[src/rtl/armleocpu_tlb_assoc.sv]
// armleocpu_tlb_assoc: set-associative TLB held entirely in flip-flops.
// Lookups are registered (one-cycle latency). Writes pick a victim by
// same-key match, then lowest invalid way, then a per-set round-robin pointer.
// Optional feature macro: ARMLEOCPU_TLB_ASID_EN. When defined, entries store an
// ASID that takes part in matching, and INV_ASID runs a multi-cycle walk
// (busy high). When undefined, ASIDs are ignored and INV_ASID acts as INV_ALL.
module armleocpu_tlb_assoc #(
  parameter int ENTRIES_W = 4,
  parameter int WAYS      = 2,
  parameter int ASID_W    = 9,
  localparam int WAY_W    = (WAYS > 1) ? $clog2(WAYS) : 1
) (
  input  logic              clk,
  input  logic              rst_n,
  input  logic [2:0]        cmd,
  input  logic [19:0]       vaddr,
  input  logic [ASID_W-1:0] asid,
  input  logic [7:0]        new_metadata,
  input  logic [21:0]       new_ptag,
  output logic              busy,
  output logic              resolve_done,
  output logic              hit,
  output logic [7:0]        resolve_metadata,
  output logic [21:0]       resolve_ptag,
  output logic [WAY_W-1:0]  resolve_way
);

  localparam int ENTRIES = 1 << ENTRIES_W;
  localparam int VTAG_W  = 20 - ENTRIES_W;

  localparam logic [2:0] CMD_RESOLVE   = 3'd1;
  localparam logic [2:0] CMD_WRITE     = 3'd2;
  localparam logic [2:0] CMD_INV_ALL   = 3'd3;
  localparam logic [2:0] CMD_INV_VADDR = 3'd4;
  localparam logic [2:0] CMD_INV_ASID  = 3'd5;

  typedef enum logic {IDLE, WALK} state_t;

  // Control state (reset)
  logic             valid_q [WAYS][ENTRIES];
  logic             valid_d [WAYS][ENTRIES];
  logic [WAY_W-1:0] rr_q    [ENTRIES];
  logic [WAY_W-1:0] rr_d    [ENTRIES];
  state_t           state_q, state_d;
  logic             resolve_done_q, resolve_done_d;
  logic             hit_q, hit_d;
  logic [7:0]       meta_out_q, meta_out_d;
  logic [21:0]      ptag_out_q, ptag_out_d;
  logic [WAY_W-1:0] way_out_q, way_out_d;

  // Entry payload (not reset; qualified by valid_q)
  logic [VTAG_W-1:0] vtag_q [WAYS][ENTRIES];
  logic [7:0]        meta_q [WAYS][ENTRIES];
  logic [21:0]       ptag_q [WAYS][ENTRIES];

`ifdef ARMLEOCPU_TLB_ASID_EN
  logic [ASID_W-1:0]    asid_q [WAYS][ENTRIES];
  logic [ASID_W-1:0]    walk_asid_q, walk_asid_d;
  logic [ENTRIES_W-1:0] walk_idx_q, walk_idx_d;
  logic [WAYS-1:0]      asid_eq;
`else
  logic unused_asid;
  assign unused_asid = ^asid;
`endif

  logic [ENTRIES_W-1:0] set_idx;
  logic [VTAG_W-1:0]    req_vtag;
  logic [WAYS-1:0]      lookup_match, same_key, way_invalid;
  logic                 lookup_any;
  logic [WAY_W-1:0]     hit_way, victim;
  logic                 victim_from_rr;
  logic                 write_en;

  assign set_idx  = vaddr[ENTRIES_W-1:0];
  assign req_vtag = vaddr[19:ENTRIES_W];
  assign write_en = (state_q == IDLE) && (cmd == CMD_WRITE);

  // Per-way compare of the indexed set against the request
  always_comb begin
    for (int w = 0; w < WAYS; w++) begin
      way_invalid[w] = !valid_q[w][set_idx];
`ifdef ARMLEOCPU_TLB_ASID_EN
      asid_eq[w]      = (asid_q[w][set_idx] == asid);
      lookup_match[w] = valid_q[w][set_idx] && (vtag_q[w][set_idx] == req_vtag) &&
                        (meta_q[w][set_idx][5] || asid_eq[w]);
      same_key[w]     = valid_q[w][set_idx] && (vtag_q[w][set_idx] == req_vtag) && asid_eq[w];
`else
      lookup_match[w] = valid_q[w][set_idx] && (vtag_q[w][set_idx] == req_vtag);
      same_key[w]     = lookup_match[w];
`endif
    end
  end

  // Lowest matching way for lookup; victim priority same-key > invalid > round-robin
  always_comb begin
    hit_way        = '0;
    lookup_any     = 1'b0;
    victim         = rr_q[set_idx];
    victim_from_rr = 1'b1;
    for (int w = WAYS - 1; w >= 0; w--) begin
      if (lookup_match[w]) begin
        hit_way    = WAY_W'(w);
        lookup_any = 1'b1;
      end
    end
    for (int w = WAYS - 1; w >= 0; w--) begin
      if (way_invalid[w]) begin
        victim         = WAY_W'(w);
        victim_from_rr = 1'b0;
      end
    end
    for (int w = WAYS - 1; w >= 0; w--) begin
      if (same_key[w]) begin
        victim         = WAY_W'(w);
        victim_from_rr = 1'b0;
      end
    end
  end

  // Command decode and next-state for valid bits, pointers, FSM and lookup outputs
  always_comb begin
    valid_d        = valid_q;
    rr_d           = rr_q;
    state_d        = state_q;
    resolve_done_d = 1'b0;
    hit_d          = hit_q;
    meta_out_d     = meta_out_q;
    ptag_out_d     = ptag_out_q;
    way_out_d      = way_out_q;
`ifdef ARMLEOCPU_TLB_ASID_EN
    walk_asid_d    = walk_asid_q;
    walk_idx_d     = walk_idx_q;
`endif
    if (state_q == WALK) begin
`ifdef ARMLEOCPU_TLB_ASID_EN
      if (cmd == CMD_INV_ALL) begin
        for (int w = 0; w < WAYS; w++)
          for (int s = 0; s < ENTRIES; s++) valid_d[w][s] = 1'b0;
        for (int s = 0; s < ENTRIES; s++) rr_d[s] = '0;
        state_d = IDLE;
      end else begin
        for (int w = 0; w < WAYS; w++) begin
          if (!meta_q[w][walk_idx_q][5] && (asid_q[w][walk_idx_q] == walk_asid_q))
            valid_d[w][walk_idx_q] = 1'b0;
        end
        walk_idx_d = walk_idx_q + 1'b1;
        if (walk_idx_q == ENTRIES_W'(ENTRIES - 1)) state_d = IDLE;
      end
`endif
    end else begin
      case (cmd)
        CMD_RESOLVE: begin
          resolve_done_d = 1'b1;
          hit_d          = lookup_any;
          meta_out_d     = lookup_any ? meta_q[hit_way][set_idx] : 8'd0;
          ptag_out_d     = lookup_any ? ptag_q[hit_way][set_idx] : 22'd0;
          way_out_d      = lookup_any ? hit_way : '0;
        end
        CMD_WRITE: begin
          valid_d[victim][set_idx] = new_metadata[0];
          if (victim_from_rr)
            rr_d[set_idx] = (rr_q[set_idx] == WAY_W'(WAYS - 1)) ? '0 : rr_q[set_idx] + 1'b1;
        end
        CMD_INV_VADDR: begin
          for (int w = 0; w < WAYS; w++)
            if (lookup_match[w]) valid_d[w][set_idx] = 1'b0;
        end
`ifdef ARMLEOCPU_TLB_ASID_EN
        CMD_INV_ASID: begin
          state_d     = WALK;
          walk_idx_d  = '0;
          walk_asid_d = asid;
        end
        CMD_INV_ALL: begin
`else
        CMD_INV_ALL, CMD_INV_ASID: begin
`endif
          for (int w = 0; w < WAYS; w++)
            for (int s = 0; s < ENTRIES; s++) valid_d[w][s] = 1'b0;
          for (int s = 0; s < ENTRIES; s++) rr_d[s] = '0;
        end
        default: ;
      endcase
    end
  end

  // Control registers with asynchronous reset
  always_ff @(posedge clk or negedge rst_n) begin
    if (!rst_n) begin
      for (int w = 0; w < WAYS; w++)
        for (int s = 0; s < ENTRIES; s++) valid_q[w][s] <= 1'b0;
      for (int s = 0; s < ENTRIES; s++) rr_q[s] <= '0;
      state_q        <= IDLE;
      resolve_done_q <= 1'b0;
      hit_q          <= 1'b0;
      meta_out_q     <= '0;
      ptag_out_q     <= '0;
      way_out_q      <= '0;
`ifdef ARMLEOCPU_TLB_ASID_EN
      walk_asid_q    <= '0;
      walk_idx_q     <= '0;
`endif
    end else begin
      valid_q        <= valid_d;
      rr_q           <= rr_d;
      state_q        <= state_d;
      resolve_done_q <= resolve_done_d;
      hit_q          <= hit_d;
      meta_out_q     <= meta_out_d;
      ptag_out_q     <= ptag_out_d;
      way_out_q      <= way_out_d;
`ifdef ARMLEOCPU_TLB_ASID_EN
      walk_asid_q    <= walk_asid_d;
      walk_idx_q     <= walk_idx_d;
`endif
    end
  end

  // Entry payload written into the chosen victim way
  always_ff @(posedge clk) begin
    if (write_en) begin
      vtag_q[victim][set_idx] <= req_vtag;
      meta_q[victim][set_idx] <= new_metadata;
      ptag_q[victim][set_idx] <= new_ptag;
`ifdef ARMLEOCPU_TLB_ASID_EN
      asid_q[victim][set_idx] <= asid;
`endif
    end
  end

  assign busy             = (state_q == WALK);
  assign resolve_done     = resolve_done_q;
  assign hit              = hit_q;
  assign resolve_metadata = meta_out_q;
  assign resolve_ptag     = ptag_out_q;
  assign resolve_way      = way_out_q;

endmodule
[config.mk]
export PLATFORM = sky130hd
export DESIGN_NAME = armleocpu_tlb_assoc
export DESIGN_NICKNAME = d
export VERILOG_FILES = /design/src/rtl/armleocpu_tlb_assoc.sv
export SDC_FILE = /design/constraint.sdc
export NUM_CORES = 2
export LEC_CHECK = 0
export ABC_CLOCK_PERIOD_IN_PS = 6900
export CELL_PAD_IN_SITES_DETAIL_PLACEMENT = 0
export CELL_PAD_IN_SITES_GLOBAL_PLACEMENT = 1
export CORE_MARGIN = 2
export CORE_UTILIZATION = 35
export CTS_BUF_LIST = sky130_fd_sc_hd__clkbuf_4 sky130_fd_sc_hd__clkbuf_8
export CTS_CLUSTER_DIAMETER = 150
export DETAILED_ROUTE_END_ITERATION = 8
export DONT_BUFFER_PORTS = 1
export GPL_ROUTABILITY_DRIVEN = 0
export PLACE_DENSITY = 0.63
export REMOVE_ABC_BUFFERS = 1
export SYNTH_ARGS = -nofsm -noshare
export SYNTH_HDL_FRONTEND = slang
export SYNTH_SLANG_ARGS = --single-unit
[constraint.sdc]
create_clock -name clk -period 6.9 [get_ports clk]
set_clock_uncertainty 0.05 [all_clocks]
set_input_delay 1.38 -clock clk [delete_from_list [all_inputs] [get_ports clk]]
set_output_delay 1.38 -clock clk [all_outputs]
set_load 0.03 [all_outputs]
# == After elaboration in Yosys (flattened, before gate mapping) ==
# Memory sizes are Yosys's and may differ from the RTL's.
# Index checks and enable logic that the tools add are counted.
# word_totals
regBits,81
mem_bits_rw,1472
memories,3
# memory_table
name,words,width,read_ports,rd_ports_with_merged_regs,write_ports,line_no,source
ptag_q,2,352,1,0,1,54,logic [21:0] ptag_q [WAYS][ENTRIES];
vtag_q,2,256,2,0,1,52,logic [VTAG_W-1:0] vtag_q [WAYS][ENTRIES];
meta_q,2,128,1,0,1,53,logic [7:0] meta_q [WAYS][ENTRIES];
# classes
addsub,1
n_lt_le_gt_ge,4
eq_ne,10
n_mux,58
bitwise_logic,5
n_reduce_logical,10
# op_table
cell,count
$mux 352,1
$mux 256,1
$mux 16,9
$bmux 16 s4,2
$mux 128,1
$pmux 32 s3,1
$bmux 22 s4,1
$demux 22 s4,1
$mux 22,4
$demux 16 s4,1
$and 16x16->16,2
$bmux 8 s4,1
$bwmux 32,1
$demux 8 s4,1
$eq 16x16->1,2
$mux 8,4
$pmux 16 s2,1
$mux 1,22
$bwmux 16,1
$demux 16 s1,1
$not 16->16,1
$bmux 1 s4,3
$eq 3x2->1 const B,2
$eq 3x3->1 const B,2
15 further kinds,22

# == Longest topological paths before layout ==
# logic_depth
word_depth,15
depth_mapped,17
depth_no_buf,11

# == Worst setup path before layout ==
# Ideal clock, no wire load.
# synth_timing
kind,input-to-reg
start,input vaddr[2]
end,"memory meta_q[0][100] (netlist bit), enable pin"
arrival_time_ps,6122
required_time_ps,6400
setup_slack_ps,278
cell_stages,12
cell_sequence,buf_2 > buf_1 > mux4_2 > mux4_2 > xnor2_1 > nand2_1 > nor4_2 > and2_1 > clkbuf_1 > o21ai_1 > clkbuf_1 > nor2_1
# synth_between
elab_chain_len,8
elab_cells_between_ends,30
# synth_rtl
item,line_no,source
from (decl),16,"input logic [19:0] vaddr,"
$not 4->5 (not written as such) (*),--,
"$bmux 16 s4, or another cell as far along",88,lookup_match[w] = valid_q[w][set_idx] && (vtag_q[w][set_idx] == req_vtag);
"$mux 16 (not written as such), or another cell as far along (2 in series)",88,
$eq 16x16->1 or $mux 1 (tied branches),"88, 107",
$logic_and 1x1->1 or $mux 1 (tied branches),"88, 107",
$mux 1 (2 in series),113,if (same_key[w]) begin
to (decl),53,
# Mark *: on every way between the ends. The rest lies on a longest branch, timed or not. The select of a mux whose other input is x is not followed.

# == Worst setup path in the final report ==
# layout_timing
start,input vaddr[0]
end,"memory meta_q[1][91] (netlist bit), enable pin"
# The elaborated chain is that of the path after synthesis.

==> flow_summary.toml <==
[yosys]
post_synth_fa_ha_maj_area_fraction_pct = 0
synth_edf_count = 1472
synthesized_area_fraction_occupied_by_xor_and_xnor_cells_pct = 0.525
async_reset_ff_share_pct = 5.22
area_share_of_and_or_nand_nor_cells_after_synthesis_pct = 3.41
yosysWarningCount = 0
synth_ff_type = "sky130_fd_sc_hd__edfxtp_1"
synth.distinct_cells = 73
synth_top_family_by_area = "multiplexers"
muxShareOfSynthArea_pct = 15.7
synth-compound-area-share_pct = 3.70
avg_inst_size_synth_um2 = 19.3
postSynthRegisterBits = 1553
post_synthesis_sequential_area_ratio_pct = 74.8
synthesis.instances = 3209
synth.cell_area_mm2 = 0.0618

[sta]
final.period_utilization_pct = 80.6
fin_worst_hold_slack_ns = 0.293
relSlewSlack_pct = 1.18
finalSetupViolCount = 0
fin_hold_viols = 0
setup-tns-final_ns = 0
rsz0062_at_grt = "no"
fmaxAchievable_mhz = 180
tightestPinTransition_ns = 1.48
final_max_slew_viol_count = 0
final_period_minus_worst_setup_slack_ns = 5.56

[clocking]
tritoncts.num_buffers = 276
ctsLongestPathBuffers = 4
number_of_clock_sinks = 1553
cts_setup_buffers = 0
clock_latency_ns = 1.00
post_cts_hold_buffer_count = 2
clk_tree_root_cell = "sky130_fd_sc_hd__clkbuf_8"
cts.reportedPaths.clkPinSlew_ns = 0.06
clock_tree.htree_level_count = 5
clock_tree_from_tritoncts = "built"
cts-resized-gates = 0

[worst_setup_path]
critical_path.max_fanout = 227
start_kind = "input pin"
critPathKind = "input pin to flop"
cp_data_arrival_time_ns = 6.15
cp.required_ns = 7.49
crit_path_end_kind = "flop"

[power_and_ir_drop]
comb_power_share_pct = 3.1
internal_power_mw = 15.2
p_leak_nw = 22.5
power_switching_mw = 3.94
power_switching_share_pct = 20.6
pwr_per_cell_area_mw_per_mm2 = 271
p_clk_share_pct = 42.7
seq_power_share_pct = 54.1
worst_ir_drop_vdd_mv = 0.198

[drt]
routed_wirelength_um = 161000
average_detailed_routed_wire_length_per_instance_um = 27.2
drtPass1Iterations = 8
detail_route.iter0.violations = 2748
ant_nets = 1
drt_drc_violations_left = 0
via_count = 31700
via_per_inst = 5.34

[global_routing]
grt_util_met2_pct = 28.8
grt_overflow_total = 0
met3_usage_pct = 3.88
grt_pass1_wl_um = 232000
grt_start_max_net_pins = 380
vias_in_the_first_global_route = 32500
grt.total_usage_pct = 17.8
globalRoute.busiestLayer = "met2"
initial_antenna_violation_count = 2
met1_usage_in_global_routing_pct = 24.3

[worst_hold_path]
timing.hold.worst.class = "input pin to async pin"

[die]
placement_rows = 154
design.die.area_mm2 = 0.180
placeableCoreArea_mm2 = 0.176
initial_core_util_pct = 35.2
die_width_um = 424
die-height_um = 424
design.portCount = 98

[layout]
finish.net_count = 3473
mostFrequentLayoutCell = "sky130_fd_sc_hd__edfxtp_1"
nFillCells = 15800
flow.area_growth_from_synthesis_pct = 14.1
share_of_layout_cells_above_drive_strength_1_pct = 23.2
layout.core_utilization_pct = 40.1
most-common-layout-cells = "sky130_fd_sc_hd__edfxtp_1, sky130_fd_sc_hd__mux2i_1, sky130_fd_sc_hd__clkbuf_8"
area_of_all_placed_cells_without_fillers_mm2 = 0.0705

[job]
cap_violations = 0

[outcome]
violations = "antenna rules"
outcome = "complete, but fails checks"

[placed_design]
postPlaceCellArea_mm2 = 0.0652
dp_hpwl_um = 83900
port_buffers = 0
## layout make-up
cell class                      count  area [um^2]  share of cell area, %
Antenna cell                        7         17.5                 0.0248
Clock buffer                      397         4860                   6.89
Clock inverter                     65          350                  0.497
Inverter                           15         57.6                 0.0816
Multi-Input combinational cell   1454        14700                   20.9
Sequential cell                  1553        46200                   65.6
Tap cell                         2340         2930                   4.15
Timing Repair Buffer              109         1320                   1.87
## per-layer routing
metal | up-vias | wire, um
met1 | 16900 | 69600
met4 | 0 | 3540
met3 | 256 | 10900
li1 | 13500 | -
met5 | - | 0
met2 | 1091 | 77400
## sequential cells by signal (all words and copies together) (netlist names), 8 cells and up
register          flops
vtag_q              512
resolve_metadata      8
resolve_ptag         22
rr_q                 16
ptag_q              704
meta_q              256
valid_q              32
## Yosys cell counts (6+ instances only)
master,n,area [um^2]
sky130_fd_sc_hd__nor2_1,323,1210
sky130_fd_sc_hd__nand2_1,57,214
sky130_fd_sc_hd__mux4_2,240,5410
sky130_fd_sc_hd__a22o_1,41,359
sky130_fd_sc_hd__dfrtp_1,81,2030
sky130_fd_sc_hd__buf_2,34,170
sky130_fd_sc_hd__a21o_1,6,45.0
sky130_fd_sc_hd__a221oi_1,10,87.6
sky130_fd_sc_hd__mux2_2,9,101
sky130_fd_sc_hd__a22oi_1,27,203
sky130_fd_sc_hd__xor2_1,9,78.8
sky130_fd_sc_hd__a21boi_0,11,82.6
sky130_fd_sc_hd__edfxtp_1,1472,44200
sky130_fd_sc_hd__mux2i_1,314,3140
sky130_fd_sc_hd__a21oi_1,57,285
sky130_fd_sc_hd__inv_1,12,45.0
sky130_fd_sc_hd__o22ai_1,7,43.8
sky130_fd_sc_hd__a222oi_1,30,300
sky130_fd_sc_hd__clkbuf_1,97,364
sky130_fd_sc_hd__o21ai_1,12,60.1
sky130_fd_sc_hd__a21boi_1,16,120
sky130_fd_sc_hd__buf_1,8,30.0
sky130_fd_sc_hd__buf_6,19,214
sky130_fd_sc_hd__a211oi_1,6,45.0
sky130_fd_sc_hd__nand3_1,14,70.1
sky130_fd_sc_hd__buf_4,16,120
sky130_fd_sc_hd__nor2b_1,11,68.8
sky130_fd_sc_hd__nor3_1,22,110
sky130_fd_sc_hd__o21ai_0,68,340
sky130_fd_sc_hd__xnor2_1,28,245
sky130_fd_sc_hd__mux4_1,40,1050
sky130_fd_sc_hd__nand4_1,37,231
## power groups by stage
stage	logic (mW)	registers (mW)	clock network (mW)
2_1_floorplan	0.388	10.5	0
3_3_place_gp	0.574	10.5	0
3_5_place_dp	0.576	10.5	0
4_1_cts	0.595	10.3	8.39
5_1_grt	0.633	10.3	8.79
6_report	0.599	10.3	8.17
## kinds of logic after synthesis
family | count (synthesis)
xor gates and xnor gates | 37
buffers and inverters | 202
muxes | 603
DFF | 1553
and+or+nand+nor | 491
AOI/OAI and AO/OA | 322
other | 1
## critical path, cell delays in order
cell and delay [ns]:
sky130_fd_sc_hd__and2_1 0.56, sky130_fd_sc_hd__a22o_1 0.31, sky130_fd_sc_hd__a221oi_1 0.26, sky130_fd_sc_hd__xnor2_1 0.14, sky130_fd_sc_hd__o41ai_2 0.60, sky130_fd_sc_hd__nand4_1 0.39, sky130_fd_sc_hd__o31a_1 0.50, sky130_fd_sc_hd__nor2_1 0.23
sky130_fd_sc_hd__nand2_1 0.13, sky130_fd_sc_hd__buf_12 0.22, sky130_fd_sc_hd__nor2_4 0.85, sky130_fd_sc_hd__buf_12 0.28
## path summary, 6_finish.rpt
check	startpoint	endpoint	slack, ns	cells after the start
min	rst_n	resolve_metadata[2]	0.29	1
max	vaddr[0]	meta_q[1][91]	1.34	12
max reg2reg	vtag_q[1][173]	meta_q[1][91]	2.21	12
max in group asynchronous	rst_n	resolve_metadata[5]	5.49	1
min reg2reg	valid_q[12]	valid_q[12]	0.46	2
min in group clk	new_ptag[9]	ptag_q[0][317]	0.41	0
## per-stage QoR
step / std cells / setup WS, ns / power, mW
2_1_floorplan: 3022 / -5.84 / 10.9
3_3_place_gp: 5469 / 0.568 / 11.1
3_5_place_dp: 5469 / 0.523 / 11.1
4_1_cts: 5933 / 1.57 / 19.3
5_1_grt: 5935 / 1.24 / 19.8
6_report: 5940 / 1.34 / 19.1
Note: power is estimated with default switching activity, not from simulation.
